`src/rtl/writeback_unit.sv`:
```
// Retirement stage: accepts one instruction, waits for a load response if needed, drives two RF write ports.
// Latency: non-load and base update written one cycle after accept; load result one cycle after mem_rvalid.
// Backpressure: in_ready low and stall high while a load response is outstanding (WAIT_MEM).
module writeback_unit (
  input  logic        clk,
  input  logic        rst,
  input  logic        in_valid,
  output logic        in_ready,
  input  logic        in_wb_en,
  input  logic [4:0]  in_rd,
  input  logic [31:0] in_alu,
  input  logic        in_is_load,
  input  logic [1:0]  in_size,
  input  logic        in_signed,
  input  logic [1:0]  in_addr_lo,
  input  logic        in_inc_en,
  input  logic [4:0]  in_inc_reg,
  input  logic [31:0] in_inc_val,
  input  logic        mem_rvalid,
  input  logic [31:0] mem_rdata,
  output logic        wen0,
  output logic [4:0]  waddr0,
  output logic [31:0] wdata0,
  output logic        wen1,
  output logic [4:0]  waddr1,
  output logic [31:0] wdata1,
  output logic        stall,
  output logic [4:0]  busy_rd
);

  typedef enum logic {
    IDLE     = 1'b0,
    WAIT_MEM = 1'b1
  } state_t;

  state_t      state_q, state_d;

  // Fields of the outstanding load, held while waiting for the response.
  logic [4:0]  rd_q,      rd_d;
  logic        wb_en_q,   wb_en_d;
  logic [1:0]  size_q,    size_d;
  logic        signed_q,  signed_d;
  logic [1:0]  addr_lo_q, addr_lo_d;

  // Registered write-port outputs.
  logic        wen0_q,   wen0_d;
  logic [4:0]  waddr0_q, waddr0_d;
  logic [31:0] wdata0_q, wdata0_d;
  logic        wen1_q,   wen1_d;
  logic [4:0]  waddr1_q, waddr1_d;
  logic [31:0] wdata1_q, wdata1_d;

  logic        accept;
  logic [7:0]  byte_sel;
  logic [15:0] half_sel;
  logic [31:0] load_fmt;

  assign accept = in_valid && (state_q == IDLE);

  // Extract the addressed little-endian lane and extend it to 32 bits.
  always_comb begin
    byte_sel = mem_rdata[7:0];
    half_sel = mem_rdata[15:0];
    load_fmt = mem_rdata;
    case (addr_lo_q)
      2'd0:    byte_sel = mem_rdata[7:0];
      2'd1:    byte_sel = mem_rdata[15:8];
      2'd2:    byte_sel = mem_rdata[23:16];
      default: byte_sel = mem_rdata[31:24];
    endcase
    half_sel = addr_lo_q[1] ? mem_rdata[31:16] : mem_rdata[15:0];
    case (size_q)
      2'b00:   load_fmt = {{24{signed_q & byte_sel[7]}}, byte_sel};
      2'b01:   load_fmt = {{16{signed_q & half_sel[15]}}, half_sel};
      default: load_fmt = mem_rdata;
    endcase
  end

  // Next-state, load capture and write-port scheduling.
  always_comb begin
    state_d   = state_q;
    rd_d      = rd_q;
    wb_en_d   = wb_en_q;
    size_d    = size_q;
    signed_d  = signed_q;
    addr_lo_d = addr_lo_q;
    wen0_d    = 1'b0;
    waddr0_d  = waddr0_q;
    wdata0_d  = wdata0_q;
    wen1_d    = 1'b0;
    waddr1_d  = waddr1_q;
    wdata1_d  = wdata1_q;

    case (state_q)
      IDLE: begin
        // A stray mem_rvalid here has no matching load and is dropped.
        if (accept) begin
          rd_d      = in_rd;
          wb_en_d   = in_wb_en;
          size_d    = in_size;
          signed_d  = in_signed;
          addr_lo_d = in_addr_lo;
          if (in_is_load) begin
            state_d = WAIT_MEM;
          end else begin
            wen0_d   = in_wb_en && (in_rd != 5'd0);
            waddr0_d = in_rd;
            wdata0_d = in_alu;
          end
          // Base update goes out right away even for loads, so a load with
          // base == rd writes the base first and the loaded value last.
          waddr1_d = in_inc_reg;
          wdata1_d = in_inc_val;
          wen1_d   = in_inc_en && (in_inc_reg != 5'd0) &&
                     !(wen0_d && (in_rd == in_inc_reg));
        end
      end
      WAIT_MEM: begin
        if (mem_rvalid) begin
          wen0_d   = wb_en_q && (rd_q != 5'd0);
          waddr0_d = rd_q;
          wdata0_d = load_fmt;
          state_d  = IDLE;
        end
      end
      default: state_d = IDLE;
    endcase
  end

  // State and output registers; reset abandons any outstanding load.
  always_ff @(posedge clk) begin
    if (rst) begin
      state_q   <= IDLE;
      rd_q      <= 5'd0;
      wb_en_q   <= 1'b0;
      size_q    <= 2'd0;
      signed_q  <= 1'b0;
      addr_lo_q <= 2'd0;
      wen0_q    <= 1'b0;
      waddr0_q  <= 5'd0;
      wdata0_q  <= 32'd0;
      wen1_q    <= 1'b0;
      waddr1_q  <= 5'd0;
      wdata1_q  <= 32'd0;
    end else begin
      state_q   <= state_d;
      rd_q      <= rd_d;
      wb_en_q   <= wb_en_d;
      size_q    <= size_d;
      signed_q  <= signed_d;
      addr_lo_q <= addr_lo_d;
      wen0_q    <= wen0_d;
      waddr0_q  <= waddr0_d;
      wdata0_q  <= wdata0_d;
      wen1_q    <= wen1_d;
      waddr1_q  <= waddr1_d;
      wdata1_q  <= wdata1_d;
    end
  end

  assign in_ready = (state_q == IDLE);
  assign stall    = (state_q == WAIT_MEM);
  assign busy_rd  = (state_q == WAIT_MEM && wb_en_q) ? rd_q : 5'd0;

  assign wen0   = wen0_q;
  assign waddr0 = waddr0_q;
  assign wdata0 = wdata0_q;
  assign wen1   = wen1_q;
  assign waddr1 = waddr1_q;
  assign wdata1 = wdata1_q;

endmodule
```
`config.mk`:
```
export PLATFORM = sky130hd
export DESIGN_NAME = writeback_unit
export DESIGN_NICKNAME = d
export VERILOG_FILES = /design/src/rtl/writeback_unit.sv
export SDC_FILE = /design/constraint.sdc
export NUM_CORES = 1
export LEC_CHECK = 0
export ABC_AREA = 1
export BUFFER_PORTS_ARGS = -buffer_cell sky130_fd_sc_hd__buf_2
export CORE_ASPECT_RATIO = 1.2
export CORE_MARGIN = 2
export CORE_UTILIZATION = 35
export CTS_CLUSTER_DIAMETER = 80
export CTS_CLUSTER_SIZE = 28
export DETAILED_ROUTE_END_ITERATION = 12
export SLEW_MARGIN = 20
export SYNTH_ARGS = -nofsm -noshare
export SYNTH_HDL_FRONTEND = slang
export SYNTH_SLANG_ARGS = --single-unit
```
`constraint.sdc`:
```
create_clock -name clk -period 1.5 [get_ports clk]
set_input_delay 0.15 -clock clk [delete_from_list [all_inputs] [get_ports clk]]
set_output_delay 0.15 -clock clk [all_outputs]
set_load 0.1 [all_outputs]
```
After elaboration in Yosys (flattened, before gate mapping)
Cells that the tools add are included.
{"block": "op_classes", "n_eq_ne": 7, "muxes": 22, "bitwise": 4, "reduce_logical": 16}
{"operator": "$pmux 32 s2", "count": 2}
{"operator": "$mux 32", "count": 3}
{"operator": "$pmux 8 s3", "count": 1}
{"operator": "$mux 5", "count": 4}
{"operator": "$mux 16", "count": 1}
{"operator": "$reduce_bool 5->1", "count": 3}
{"operator": "$pmux 5 s2", "count": 1}
{"operator": "$mux 1", "count": 8}
{"operator": "$logic_and 1x1->1", "count": 7}
{"operator": "$eq 5x5->1", "count": 1}
{"operator": "$eq 2x1->1 const B", "count": 2}
{"operator": "$logic_not 2->1", "count": 2}
{"operator": "$ne 2x2->1 const B", "count": 2}
{"operator": "$pmux 1 s2", "count": 2}
{"operator": "$reduce_and 3->1", "count": 1}
{"operator": "$reduce_or 3->1", "count": 1}
{"operator": "$and 1x1->1", "count": 2}
{"operator": "$eq 2x2->1 const B", "count": 1}
{"operator": "$ne 2x1->1 const B", "count": 1}
{"operator": "$not 1->1", "count": 2}
{"operator": "$reduce_and 2->1", "count": 1}
{"operator": "$logic_not 1->1", "count": 1}
{"block": "totals", "reg_bits": 88, "inputBits": 118, "output_inout_bits": 83, "wordCells": 61}

Logic depth before layout (Yosys ltp)
{"block": "logic_depth", "depth_word": 8, "ltp_mapped": 9, "ltp_nobuf": 7}

Worst setup path after synthesis
No wires, ideal clock.
{"block": "synth_timing", "path_type": "flip-flop to output port", "start": "register state_q, in the netlist stall", "end": "output port busy_rd[0]", "arrival_time_ns": 3.008, "t_required_ns": 1.350, "setup_slack_ns": -1.658, "path_stages_with_launch": 6, "path_buffers": 3, "cell_sequence": "dfxtp_1 > buf_2 > buf_2 > buf_2 > nand2_1 > nor2_1"}
{"block": "synth_between", "elab_chain_len": 2}
{"item": "from (decl)", "line": "36", "source": "state_t state_q, state_d;"}
{"item": "from (signal assigned)", "line": "146", "source": "state_q <= state_d;"}
{"item": "$logic_and 1x1->1", "line": "163", "source": "assign busy_rd = (state_q == WAIT_MEM && wb_en_q) ? rd_q : 5'd0;"}
{"item": "$mux 5", "line": "163"}
{"item": "to (decl)", "line": "28", "source": "output logic [4:0] busy_rd"}
Every way passes these cells.

Final worst setup path
Same ends and word-level chain as after synthesis.

==> reports/metrics.yaml <==
outcome: "finished clean"
maxSlewViolCount: 0
layout-drive-gt1-share: 0.381
place.gp.congestion: 0.861
crit_buf_inv: 2
timing.critical_path.fanout_max: 6
routed-via-count: 4785
power_leakage_nw: 2.93
maxSlewHeadroom: 0.669
antenna_found_initial: 2
die_span_y_um: 125
cts_tree: "done"
final-setup-viol-count: 0
worst-setup-path-type: "reg2out"
synth_xor_area_frac: 0.00615
cts_hold_buffers: 0
setup.worst_path.start_class: "flip-flop"
synth_top_cell_by_area: "dfxtp_1"
post-synth-top-area-fraction: 0.412
worst_ep_arrival_time_ps: 1290
cp.required_ps: 1350
finClkSkew_ps: 4.49
synth-adder-area-share: 0
ant_nets: 0
cts_buffers: 9
coreArea_sq_um: 12000
yosys-mux-area-fraction: 0
finalCritPeriodShare: 0.957
path_cells: "buf_6, nand2_8, nor2_4, buf_12"
ir_worst_vdd_mv: 0.651
cts_sinks: 88
crit_path_max_delay_family: "flip-flops"
firstDrtPassIters: 6
dpl_cell_area_sq_um: 5640
end_kind: "primary output"
syn-instance-count: 596
grt_start_max_net_pins: 57
overflow: 0
clk_root_buffer_cell: "clkbuf_16"
routed_via_density: 5.02
power_density_nw_per_um2: 1270
fin_nets: 905
post_syn_area_per_cell_sq_um: 7.17
most_frequent_cells_in_the_layout: "buf_2 (193), nand2_1 (96), nor2_1 (86)"
die_x_um: 105
synth_sequential_area_ratio: 0.412
clock_latency_ps: 340
drt_wl_total_um: 14100
dieArea_sq_um: 13100
floorplan.rows: 44
design_power_total_w: 0.00767
synth_top_family_by_area: "simple AND/OR/NAND/NOR gates"
fillers: 1269
critical-path-slowest-cell: "dfxtp_4"
initial_core_utilization: 0.356
ys_types: 38
max_freq_mhz: 697
drv_cap: 0
ys.warnings.count: 0
syn-cell-area_sq_um: 4280
max_slew.worst_pin.slew_ps: 500
track_usage: 0.213
area_growth_syn_to_layout_pct: 41.4
post_layout_minimum_cycle_time_ps: 1440
synth_compound_area_frac: 0.235
syn-num-nets: 714
critical-path-max-stage-delay_ps: 390
fin_area_sq_um: 6050
clock_tree.htree_level_count: 3
mostFrequentLayoutCell: "buf_2"
drcViolationCount: 0
ys_top_cells_by_area: "dfxtp_1 (41%), o21ai_0 (10%), nand2_1 (8.5%), nor2_1 (8.0%), a21oi_1 (6.9%)"
final_hold_viol_count: 0
clock_pin_slew_on_the_worst_setup_and_hold_paths_ps: 70
routedWlPerCell_um: 14.8
floorplan.io_pins: 201
max-clock-path-buffers: 2
synth_seq_cells: 88
simple_gate_area_share_of_the_yosys_netlist: 0.275
port_buffers: 200
grt_setup_unrepaired: "yes"
first_global_vias: 4575
post-dp-hpwl_um: 10300
hold_path_class: "in2reg"
grt_first_pass_wirelength_um: 22700
drt-initial-drc-count: 228
-- cells in the mapped netlist, drive strengths merged --
cell type and number:
clkbuf 21, o32ai 1, xnor2 2, o21ai 90, clkinv 1, nand3b 1, o211ai 5, a22oi 1
a211oi 2, nor2 94, xor2 1, buf 21, o21a 1, inv 21, nor3 1, a21boi 8
nand2 98, nand3 32, o2111ai 1, nand4 4, o221ai 1, a21oi 65, a31oi 5, dfxtp 88
or2 29, o22ai 2
-- worst reg2reg max path: cells and delay by family (launching register included) --
| kind | cells | cell delay, ps |
|---|---|---|
| AO/OA/AOI/OAI | 3 | 410 |
| buffers and inverters | 4 | 450 |
| flip-flops | 1 | 370 |
| AND/OR/NAND/NOR | 1 | 70 |
-- report_power, final --
group | total, W | leakage [nW] | switching [W] | internal (W)
Combinational | 0.00259 | 2.05 | 0.00199 | 0.000596
Sequential | 0.00266 | 0.730 | 0.000121 | 0.00254
Clock | 0.00242 | 0.151 | 0.00101 | 0.00141
-- area by class of cell --
class | count | area (sq um) | share of cell area
flip-flops and latches | 88 | 1770 | 0.292
inverters | 22 | 82.6 | 0.0137
clock buffers | 10 | 250 | 0.0414
clock inverters | 6 | 71.3 | 0.0118
repair buffers | 221 | 1380 | 0.229
diodes | 1 | 2.50 | 0.000414
well taps | 161 | 201 | 0.0333
multi-input cells | 445 | 2290 | 0.378
-- cells by family (layout without fill, tap and decap cells) --
family	Yosys count	count (layout)
AND/OR/NAND/NOR	259	260
AO/OA/AOI/OAI	182	182
buffers and inverters	64	259
other	0	1
XOR/XNOR	3	3
flip-flops	88	88
-- state kept, by name, summed over array words and instances (netlist names), 2 cells and up --
register	flops
addr_lo_q	2
rd_q	5
size_q	2
waddr0	5
waddr1	5
wdata0	32
wdata1	32
-- through the flow --
step	std cells	setup WS [ps]	setup TNS (ps)	util	hold WS, ps
4_1_cts	952	17.2	0	0.501	8.13
3_5_place_dp	933	15.9	0	0.470	378
6_report	954	64.3	0	0.504	18.5
2_1_floorplan	596	-184	-826	-	228
5_1_grt	953	-15.8	-15.8	0.504	21.9
3_3_place_gp	933	73.5	0	0.470	372
-- timing repair --
| action | in CTS | in global routing |
|---|---|---|
| cloned | 1 | 1 |
| resized for setup | 3 | 15 |
| endpoints found under the setup margin | 6 | 28 |
| buffers inserted | 2 | 0 |
-- layer usage --
layer  routed length [um]  vias to the layer above  track usage
met1                 5580                     2153        0.248
met4                  419                        2       0.0996
met3                 1280                       29       0.0553
li1                     -                     2379            -
met5                   14                        -            0
met2                 6850                      222        0.365
-- final timing paths --
check,startpoint,cells past startpoint,to,slack (ps)
max,stall,4,busy_rd[0],60
min reg2reg,rd_q[0],2,waddr0[0],470
min,mem_rvalid,2,stall,20
max reg2reg,stall,8,wdata0[17],90
No activity file was read; power rests on OpenSTA's default activity.
